`config.mk`:
```
export PLATFORM = sky130hd
export DESIGN_NAME = keypad_entry_conditioner
export DESIGN_NICKNAME = d
export VERILOG_FILES = /design/src/rtl/keypad_entry_conditioner.sv
export SDC_FILE = /design/constraint.sdc
export NUM_CORES = 1
export LEC_CHECK = 0
export CORE_ASPECT_RATIO = 0.75
export CORE_MARGIN = 1.5
export CORE_UTILIZATION = 56
export DETAILED_ROUTE_END_ITERATION = 8
export DONT_BUFFER_PORTS = 1
export PLACE_DENSITY = 0.82
export SLEW_MARGIN = 15
export SYNTH_ARGS = -nofsm -noshare
export SYNTH_HDL_FRONTEND = slang
export SYNTH_SLANG_ARGS = --single-unit
```
`constraint.sdc`:
```
create_clock -name clk -period 1.9 [get_ports clk]
set_clock_uncertainty 0.05 [all_clocks]
set_input_delay 0.38 -clock clk [delete_from_list [all_inputs] [get_ports clk]]
set_output_delay 0.38 -clock clk [all_outputs]
set_load 0.005 [all_outputs]
```
`src/rtl/keypad_entry_conditioner.sv`:
```
`default_nettype none
// ============================================================================
//  Module   : keypad_entry_conditioner
//  Purpose  : Synchronizes and debounces ten raw digit switches. Emits one
//             clean one-hot digit event per physical press, flags chorded
//             presses, and raises an inter-digit timeout for abandoned entry.
//  Revision : 1.0 - initial release
// ============================================================================
module keypad_entry_conditioner #(
    parameter int DEBOUNCE_CYCLES = 16,
    parameter int TIMEOUT_CYCLES  = 1024
) (
    input  logic       clk,
    input  logic       rst,
    input  logic [9:0] sw_raw,
    output logic [9:0] key_code,
    output logic [3:0] digit,
    output logic       key_valid,
    output logic       multi_key,
    output logic       entry_timeout,
    output logic       busy
);

    localparam int CNT_W = (DEBOUNCE_CYCLES > 2) ? $clog2(DEBOUNCE_CYCLES) : 1;
    localparam int TMR_W = (TIMEOUT_CYCLES > 2) ? $clog2(TIMEOUT_CYCLES) : 1;
    localparam logic [CNT_W-1:0] CNT_MAX = CNT_W'(DEBOUNCE_CYCLES - 1);
    localparam logic [TMR_W-1:0] TMR_MAX = TMR_W'(TIMEOUT_CYCLES - 1);

    typedef enum logic [1:0] {
        IDLE       = 2'd0,
        PRESS_DB   = 2'd1,
        HELD       = 2'd2,
        RELEASE_DB = 2'd3
    } state_t;

    state_t           state;
    state_t           state_next;
    logic [9:0]       sw_meta;
    logic [9:0]       sw_s;
    logic [9:0]       snap;
    logic [CNT_W-1:0] cnt;
    logic [TMR_W-1:0] tmr;
    logic             armed;

    logic             snap_load;
    logic             cnt_clr;
    logic             cnt_inc;
    logic             accept;
    logic             chord;
    logic             one_hot;
    logic [3:0]       digit_enc;

    // Two-flop synchronizer; everything downstream looks only at sw_s.
    always_ff @(posedge clk) begin
        if (rst) begin
            sw_meta <= '0;
            sw_s    <= '0;
        end else begin
            sw_meta <= sw_raw;
            sw_s    <= sw_meta;
        end
    end

    // Snapshot qualification: exactly one bit set, and its binary index.
    always_comb begin
        one_hot   = (snap != 10'd0) && ((snap & (snap - 10'd1)) == 10'd0);
        digit_enc = 4'd0;
        for (int i = 0; i < 10; i++) begin
            if (snap[i]) begin
                digit_enc = 4'(i);
            end
        end
    end

    // Next-state logic and per-cycle control strobes for the debounce FSM.
    always_comb begin
        state_next = state;
        snap_load  = 1'b0;
        cnt_clr    = 1'b0;
        cnt_inc    = 1'b0;
        accept     = 1'b0;
        chord      = 1'b0;
        case (state)
            IDLE: begin
                if (sw_s != 10'd0) begin
                    snap_load  = 1'b1;
                    cnt_clr    = 1'b1;
                    state_next = PRESS_DB;
                end
            end
            PRESS_DB: begin
                if (sw_s != snap) begin
                    state_next = IDLE;
                end else if (cnt == CNT_MAX) begin
                    accept     = one_hot;
                    chord      = !one_hot;
                    state_next = HELD;
                end else begin
                    cnt_inc = 1'b1;
                end
            end
            HELD: begin
                // Pattern changes while held (extra keys) are deliberately ignored.
                if (sw_s == 10'd0) begin
                    cnt_clr    = 1'b1;
                    state_next = RELEASE_DB;
                end
            end
            RELEASE_DB: begin
                if (sw_s != 10'd0) begin
                    state_next = HELD;
                end else if (cnt == CNT_MAX) begin
                    state_next = IDLE;
                end else begin
                    cnt_inc = 1'b1;
                end
            end
            default: begin
                state_next = IDLE;
            end
        endcase
    end

    // State register, debounce counter, snapshot and registered key outputs.
    always_ff @(posedge clk) begin
        if (rst) begin
            state     <= IDLE;
            snap      <= '0;
            cnt       <= '0;
            key_code  <= '0;
            digit     <= '0;
            key_valid <= 1'b0;
            multi_key <= 1'b0;
            busy      <= 1'b0;
        end else begin
            state     <= state_next;
            key_valid <= accept;
            multi_key <= chord;
            busy      <= (state_next != IDLE);
            if (snap_load) begin
                snap <= sw_s;
            end
            if (cnt_clr) begin
                cnt <= '0;
            end else if (cnt_inc) begin
                cnt <= cnt + CNT_W'(1);
            end
            if (accept) begin
                key_code <= snap;
                digit    <= digit_enc;
            end
        end
    end

    // Inter-digit timer: an accept reloads it, which also beats a same-cycle expiry.
    always_ff @(posedge clk) begin
        if (rst) begin
            armed         <= 1'b0;
            tmr           <= '0;
            entry_timeout <= 1'b0;
        end else begin
            entry_timeout <= 1'b0;
            if (accept) begin
                armed <= 1'b1;
                tmr   <= '0;
            end else if (armed) begin
                if (tmr == TMR_MAX) begin
                    entry_timeout <= 1'b1;
                    armed         <= 1'b0;
                end else begin
                    tmr <= tmr + TMR_W'(1);
                end
            end
        end
    end

endmodule
`default_nettype wire

```
==> results.py, run 1 <==
metrics = {
    "run_status": {
        "status": "complete, but fails checks",
        "violations": "setup timing",
    },
    "floorplan": {
        "die_width_um": 87.0,
        "start_util_pct": 59.4,
        "fp-row-count": 22,
        "ios": 30,
        "dieArea_um2": 5740,
        "die_h_um": 66.0,
        "core_um2": 4980,
    },
    "sta": {
        "fin_crit_sh_pct": 110,
        "fmax_mhz": 477,
        "setup_slack_ps": -196,
        "min_period_ps": 2100,
        "whs_ps": 60.8,
        "max-slew-margin-rel_pct": 62.4,
        "fin_setup_tns_ps": -4370,
        "tightest_slew_ps": 561,
        "hold_viol_final": 0,
        "slew_viol_final": 0,
        "rsz0062_at_grt": "yes",
        "setup_viol": 31,
    },
    "finish": {
        "n_fill_cell": 371,
        "multiInputGateArea_um2": 1660,
        "syn2layout_area_growth_pct": 23.0,
        "drive_above_1_share_pct": 25.9,
        "seqCellArea_um2": 1310,
        "finalNetCount": 356,
        "fin_util_pct": 73.1,
        "layout.cells.non_filler": 419,
        "antenna-diode-count": 0,
    },
    "pwr": {
        "p_sw_uw": 764,
        "ir_worst_vdd_mv": 0.686,
        "power.leakage_nw": 1.43,
        "p_int_mw": 2.36,
        "finalPower_mw": 3.12,
        "pwr_density_cell_nw_per_um2": 858,
        "clkPwrFrac_pct": 42.4,
        "power_frac_comb_pct": 12.0,
        "seq_power_share_pct": 45.5,
        "swShare_pct": 24.4,
    },
    "grt": {
        "grt_pass1_vias": 2204,
        "grt_pass1_wl_um": 10700,
        "gr-total-overflow": 0,
        "grt_max_degree": 77,
        "grt_usage_pct": 25.0,
        "antenna_found_initial": 0,
    },
    "logic_synthesis": {
        "ys_seq_elements": 65,
        "synth.yosys.seq_area_share_pct": 44.0,
        "synth-edff-count": 0,
        "synthesis.nets": 326,
        "yosysWarnings": 0,
        "synthCells": 312,
        "async_flop_share_pct": 0,
        "synth_cell_type_count": 53,
        "syn_area_um2": 2960,
        "dominantRegCellSynth": "dfxtp_1",
        "avgSynthCellArea_um2": 9.49,
    },
    "setup_path": {
        "reg2regPathDepth": 6,
        "rr_startpoint": "snap[6]",
        "worstPathRequired_ps": 2130,
        "reg2reg_to": "key_code[5]",
        "critPathMaxFanout": 5,
        "setup.worst_path.class": "reg -> reg",
        "r2r_slack_ps": -200,
        "start_kind": "flop",
        "end_kind": "flop",
        "cp.arrival_ps": 2330,
    },
    "worst_hold_path": {
        "whs_endpoint": "state[1]",
        "worst_hold_startpoint": "rst",
        "min_delay_path_depth": 1,
        "hp-class": "in -> reg",
    },
    "routing": {
        "ant_nets": 0,
        "vias": 2378,
        "via_per_inst": 5.68,
        "drt_first_pass_iters": 4,
        "wl_per_cell_um": 15.9,
        "drtIter0Drc": 243,
        "drc": 0,
        "routed_wirelength_um": 6650,
    },
    "clock_tree": {
        "h-tree-depth": 3,
        "cts_sinks": 65,
        "path_clk_slew_ps": 70,
        "cts_tree": "yes",
        "numCtsBuffers": 9,
        "cts_hold_buf": 0,
        "clock_path_buffers": 2,
        "clock-root-buffer": "clkbuf_8",
        "clk_latency_ps": 350,
    },
    "placed_design": {
        "dp_cells": 399,
        "port_buffers": 0,
        "dp_hpwl_um": 4430,
        "gp_congestion": 0.850,
    },
    "run": {
        "cap_violations": 0,
    },
}
-- area by class of cell --
type	count	share of cell area, %
multi-input combinational	223	45.5
sequential	65	36.0
timing repair buffer	38	9.21
clock buffer	10	3.78
clock inverter	6	2.47
tap	72	2.47
inverter	5	0.515
-- sequential cells by signal, indices dropped and copies added, names as in the netlist, 2 cells and up --
name	flops
snap	10
sw_s	10
state	2
sw_meta	10
tmr	10
digit	4
key_code	10
cnt	4
-- cells in the final DEF (no fill, tap or decap), drive strengths merged, types with 2 or more instances in the layout --
cell     synthesis  final
nor2b           23     23
o21bai           2      2
o31ai            3      3
a211oi           4      4
and4             4      4
a31oi            2      2
or4              5      5
nor2            10     10
nand4            5      5
inv              5      6
a311oi           2      2
a21oi           18     18
dfxtp           65     65
clkbuf          11     11
clkinv           0      2
nor4             8      8
buf              8     37
a2111oi          2      2
nor3            13     13
ha               2      2
a22oi            2      2
xor2            14     14
nor4b            3      3
o211ai           2      2
nand2b          28     28
xnor2            3      3
and2             2      2
bufinv           0      2
o21ai            4      4
and3             2      2
or3              3      3
mux2i           18     18
nand2           22     22
nand3            7      7
-- power by group through the flow --
stage / clock network [mW] / logic, mW / registers, mW
6_report: 1.33 / 0.376 / 1.42
5_1_grt: 1.41 / 0.404 / 1.43
4_1_cts: 1.35 / 0.341 / 1.42
3_5_place_dp: 0 / 0.316 / 1.45
3_3_place_gp: 0 / 0.309 / 1.45
2_1_floorplan: 0 / 0.244 / 1.45
-- per-stage QoR --
| step | worst slack [ps] | cell area (um2) |
|---|---|---|
| finish | -196 | 3640 |
| floorplan | -131 | 3030 |
| CTS | -171 | 3570 |
| global route | -269 | 3640 |
| global placement | -118 | 3290 |
| detailed placement | -171 | 3290 |
-- cell usage after synthesis (all sizes together) (4+ instances only) --
cell type / n / area (um2)
or4: 5 / 41.3
nand2: 22 / 82.6
o21ai: 4 / 20.0
nand4: 5 / 31.3
nor4: 8 / 62.6
nor2: 10 / 37.5
a211oi: 4 / 30.0
buf: 8 / 67.6
nor3: 13 / 76.3
inv: 5 / 18.8
nand3: 7 / 35.0
xor2: 14 / 123
and4: 4 / 35.0
mux2i: 18 / 180
a21oi: 18 / 93.8
clkbuf: 11 / 41.3
dfxtp: 65 / 1300
nand2b: 28 / 175
nor2b: 23 / 144
-- worst max path at each step --
stage	startpoint	cells after the start	end
after floorplan	snap[1]	6	digit[0]
after global placement	snap[6]	6	key_code[6]
after detailed placement	snap[6]	6	key_code[2]
after CTS	snap[6]	6	key_code[9]
after global routing	snap[6]	6	key_code[0]
final	snap[6]	6	key_code[5]
-- worst max-delay path, cell delays in order (launching register included) --
cell and delay (ps):
dfxtp_4 370, or4_4 540, or3_4 360, o21bai_4 160, o211a_4 210, clkbuf_16 150
mux2i_1 170
-- cell families after synthesis --
group / after synthesis / synth area share [%]
adder cells (fa/ha/maj): 2 / 0.845
multiplexers: 19 / 6.59
flip-flops: 65 / 44.0
AO/OA/AOI/OAI: 47 / 11.7
AND/OR/NAND/NOR: 138 / 27.6
buffers and inverters: 24 / 4.31
XOR/XNOR: 17 / 5.03
-- routing by layer --
layer | wire (um) | vias to the layer above | GRT usage, %
met5 | 0 | - | 0
met4 | 125 | 0 | 10.7
met3 | 452 | 17 | 8.61
met2 | 3020 | 100 | 37.5
met1 | 3050 | 1099 | 32.6
li1 | - | 1162 | -
-- repair_timing --
action                                  in CTS  in global routing
gates cloned                                 0                  1
pin swaps                                    2                  2
setup buffers                                2                  1
gates resized for setup                     10                  9
endpoints found under the setup margin      30                 42
Power figures use the tool's default switching activity.
==> run 2, diff against run 1 <==
- CORE_UTILIZATION: 56 -> 61
- PLACE_DENSITY: 0.82 -> 0.85
- clock period: 1.9 -> 2.11 ns (I/O delays scaled with it)
==> results.py, run 2 (synthesized netlist as in run 1, its figures left out) <==
metrics = {
    "sta": {
        "fmax_mhz": 471,
        "setup_viol": 1,
        "rsz0062_at_grt": "yes",
        "tightest_slew_ps": 477,
        "fin_setup_tns_ps": -11.5,
        "min_period_ps": 2120,
        "hold_viol_final": 0,
        "max-slew-margin-rel_pct": 67.8,
        "fin_crit_sh_pct": 101,
        "slew_viol_final": 0,
        "setup_slack_ps": -11.5,
    },
    "grt": {
        "grt_pass1_wl_um": 10100,
        "antenna_found_initial": 0,
        "gr-total-overflow": 0,
        "grt_pass1_vias": 2097,
        "grt_usage_pct": 24.6,
        "grt_max_degree": 77,
    },
    "finish": {
        "finalNetCount": 345,
        "final_common_cell": "dfxtp_1",
        "layout.cells.non_filler": 393,
        "antenna-diode-count": 0,
        "drive_above_1_share_pct": 19.0,
        "syn2layout_area_growth_pct": 15.7,
        "layout_common_cells": "dfxtp_1 (60), nand2b_1 (28), nor2b_1 (23), buf_4 (23), nand2_1 (22)",
        "fin_util_pct": 74.9,
        "final_area_um2": 3420,
    },
    "setup_path": {
        "worstPathRequired_ps": 2300,
        "end_kind": "flop",
        "setup.worst_path.class": "reg -> reg",
        "critPathMaxFanout": 5,
        "start_kind": "flop",
        "cp_slowest_cell": "or4_1",
        "crit_buf_inv": 1,
        "critical_path.top_delay_family": "simple AND/OR/NAND/NOR gates",
        "max_stage_delay_ps": 550,
        "cp.arrival_ps": 2310,
        "path_cells": "or4_1, or3_4, o21bai_4, buf_4, o211ai_4, mux2_4",
    },
    "routing": {
        "drtIter0Drc": 214,
        "via_per_inst": 5.99,
        "routed_wirelength_um": 6510,
        "drt_first_pass_iters": 4,
        "wl_per_cell_um": 16.6,
        "ant_nets": 0,
        "vias": 2354,
        "drc": 0,
    },
    "pwr": {
        "finalPower_mw": 2.65,
        "ir_worst_vdd_mv": 0.750,
        "power.leakage_nw": 1.35,
        "pwr_density_cell_nw_per_um2": 774,
    },
    "clock_tree": {
        "path_clk_slew_ps": 70,
        "clock-root-buffer": "clkbuf_8",
        "cts_tree": "yes",
        "numCtsBuffers": 9,
        "cts_sinks": 65,
        "clock_path_buffers": 2,
        "h-tree-depth": 3,
        "clk_latency_ps": 350,
    },
    "floorplan": {
        "core_um2": 4570,
        "dieArea_um2": 5280,
        "start_util_pct": 64.8,
        "fp-row-count": 21,
        "die_h_um": 63.3,
        "ios": 30,
        "die_width_um": 83.4,
    },
    "placed_design": {
        "dp_cells": 373,
        "dp_hpwl_um": 4240,
        "port_buffers": 0,
        "dpl-instance-area_um2": 3120,
        "gp_congestion": 0.880,
    },
    "run": {
        "cap_violations": 0,
    },
    "run_status": {
        "status": "complete, but fails checks",
        "violations": "setup timing",
    },
    "worst_hold_path": {
        "hp-class": "in -> reg",
    },
}
==> run 2: worst reg2reg max path, delay by kind of cell (launching register included) <==
kind	cells	cell delay [ps]
buf+inv	1	140
flops	1	370
compound gates	2	230
mux	1	300
simple gates	2	910
==> run 2: path summary, 6_finish.rpt <==
path / from / endpoint / slack (ps) / cells after the start
hold / removal: rst / state[0] / 90 / 1
setup / recovery: snap[6] / digit[0] / -10 / 6
hold reg to reg: sw_meta[8] / sw_s[8] / 390 / 1
setup reg to reg: snap[6] / digit[0] / -10 / 6
==> run 2: repair_timing <==
action | 4_1_cts | 5_1_grt
setup endpoints to repair | 4 | 22
setup buffers | 0 | 3
resized for setup | 8 | 10
gates cloned | 0 | 1
hold buffers | 0 | 0
pin swaps | 2 | 5
==> run 2: per-layer routing <==
layer	up-vias	GRT usage [%]	wire, um
li1	1144	-	-
met1	1099	30.9	2830
met2	97	37.7	3090
met3	14	8.91	467
met4	0	11.9	116
met5	-	0	0
==> run 2: per-stage QoR <==
stage | hold WS [ps] | worst slack [ps]
global placement | 367 | 39.3
finish | 85.2 | -11.5
floorplan | 364 | 51.5
global route | 73.6 | -70.5
CTS | 74.5 | -7.29
detailed placement | 373 | -3.93
==> run 2: final cells by class <==
type	count	area [um2]
Clock buffer	10	138
Multi-Input combinational cell	223	1580
Timing Repair Buffer	27	235
Clock inverter	6	67.6
Inverter	5	21.3
Sequential cell	65	1310
Fill cell	313	1150
Tap cell	57	71.3
==> run 2: where the power goes <==
part           switching, mW  total [mW]  internal (mW)
Clock                  0.488        1.07          0.578
Sequential            0.0288        1.29           1.26
Combinational          0.157       0.295          0.138
Total                  0.674        2.65           1.98
==> run 3, diff against run 2 <==
- CORE_ASPECT_RATIO: 0.75 -> 2
==> results.py, run 3 (synthesized netlist as in run 1, its figures left out) <==
metrics = {
    "setup_path": {
        "start_kind": "flop",
        "worstPathRequired_ps": 2290,
        "setup.worst_path.class": "reg -> reg",
        "critPathMaxFanout": 3,
        "reg2reg_to": "digit[0]",
        "rr_startpoint": "snap[2]",
        "cp.arrival_ps": 2300,
        "end_kind": "flop",
        "r2r_slack_ps": -10,
        "reg2regPathDepth": 5,
    },
    "finish": {
        "final_common_cell": "dfxtp_1",
        "layout_common_cells": "dfxtp_1 (59), nand2b_1 (28), nor2b_1 (23)",
        "syn2layout_area_growth_pct": 20.5,
        "antenna-diode-count": 0,
        "finalNetCount": 347,
        "layout.cells.non_filler": 393,
        "drive_above_1_share_pct": 21.3,
    },
    "run_status": {
        "status": "complete, but fails checks",
        "violations": "setup timing",
    },
    "sta": {
        "fin_crit_sh_pct": 101,
        "fmax_mhz": 471,
        "setup_slack_ps": -11.5,
        "max-slew-margin-rel_pct": 59.9,
        "tightest_slew_ps": 594,
        "hold_viol_final": 0,
        "rsz0062_at_grt": "yes",
        "min_period_ps": 2120,
        "setup_viol": 1,
        "slew_viol_final": 0,
    },
    "worst_hold_path": {
        "hp-class": "in -> reg",
        "worst_hold_startpoint": "rst",
        "whs_endpoint": "snap[3]",
        "min_delay_path_depth": 1,
    },
    "placed_design": {
        "pre_cts_ws_ps": -41.5,
        "port_buffers": 0,
        "dp_cells": 371,
        "gp_congestion": 0.889,
        "dp_hpwl_um": 4400,
    },
    "routing": {
        "wl_met1_um": 2570,
        "routed_wirelength_um": 6890,
        "drc": 0,
        "drt_first_pass_iters": 4,
        "dr_wl_met3_um": 224,
        "vias": 2392,
        "wl_per_cell_um": 17.5,
        "wl_met2_um": 3780,
        "top_layer": "met4",
        "ant_nets": 0,
        "drtIter0Drc": 89,
        "via_per_inst": 6.09,
    },
    "floorplan": {
        "core_um2": 4640,
        "ios": 30,
        "start_util_pct": 63.8,
        "die_h_um": 102,
        "fp-row-count": 35,
        "dieArea_um2": 5310,
        "die_width_um": 52.3,
    },
    "grt": {
        "gr-total-overflow": 0,
        "grt_max_degree": 77,
        "antenna_found_initial": 0,
        "grt_pass1_vias": 2310,
        "grt_pass1_wl_um": 10600,
        "grt_usage_pct": 26.9,
    },
    "clock_tree": {
        "clk_latency_ps": 340,
        "cts_sinks": 65,
        "numCtsBuffers": 9,
        "clock_path_buffers": 2,
        "clock-root-buffer": "clkbuf_8",
        "path_clk_slew_ps": 80,
        "cts_tree": "yes",
        "cts_hold_buf": 0,
        "h-tree-depth": 3,
    },
    "pwr": {
        "pwr_density_cell_nw_per_um2": 806,
        "ir_worst_vdd_mv": 0.703,
        "power.leakage_nw": 1.41,
    },
    "run": {
        "cap_violations": 0,
    },
}
run 3: cell types whose count changed in the layout (fill, tap and decap cells not counted), sizes merged:
cell,before,now
clkbuf,10,13
clkinv,3,1
clkinvlp,2,1
bufinv,1,3
run 3: worst max-delay path, stage by stage, from the launching register on:
cell       delay [ps]
dfxtp_2           330
or4_4             570
a2111oi_4         420
buf_4             190
o211ai_2          120
mux2_4            320
run 3: through the flow:
| step | setup TNS (ps) | util, % | power, mW | hold slack (ps) | cell area (um2) |
|---|---|---|---|---|---|
| final | -11.5 | 76.8 | 2.88 | 109 | 3570 |
| after global routing | -1120 | 76.8 | 2.97 | 81.4 | 3570 |
| after CTS | 0 | 73.2 | 2.86 | 87.0 | 3400 |
| after detailed placement | -131 | 67.2 | 1.57 | 375 | 3120 |
| after global placement | 0 | 67.2 | 1.56 | 367 | 3120 |
| after floorplan | 0 | - | 1.50 | 364 | 2960 |
run 3: per-layer routing:
metal | GRT usage (%) | vias up
met4 | 14.4 | 0
met1 | 27.3 | 1159
met2 | 49.0 | 68
met3 | 5.90 | 21
met5 | 0 | -
li1 | - | 1144
run 3: report_power, final:
part,total [mW],internal [mW],switching (mW)
sequential,1.28,1.26,0.0251
combinational,0.305,0.146,0.159
clock,1.29,0.816,0.473
run 3: how the worst max path moves through the flow:
stage	from	end	slack (ps)	cells after the start
6_report	snap[2]	digit[0]	-10	5
5_1_grt	snap[6]	digit[2]	-80	6
4_1_cts	snap[2]	digit[1]	0.6	6
3_5_place_dp	snap[6]	key_code[5]	-40	6
3_3_place_gp	snap[6]	digit[2]	30	6
2_1_floorplan	snap[3]	digit[0]	50	5
run 3: final cells by class:
type | count | area [um2]
multi-input combinational | 223 | 1620
sequential | 65 | 1320
fill | 307 | 1070
timing repair buffer | 29 | 302
clock buffer | 11 | 141
clock inverter | 5 | 103
tap | 55 | 68.8
inverter | 5 | 18.8
run 3: timing repair:
action / 4_1_cts / 5_1_grt
buffers inserted: 1 / 3
pin swaps: 3 / 8
resized for setup: 6 / 22
gates cloned: 0 / 2
endpoints found under the setup margin: 11 / 21
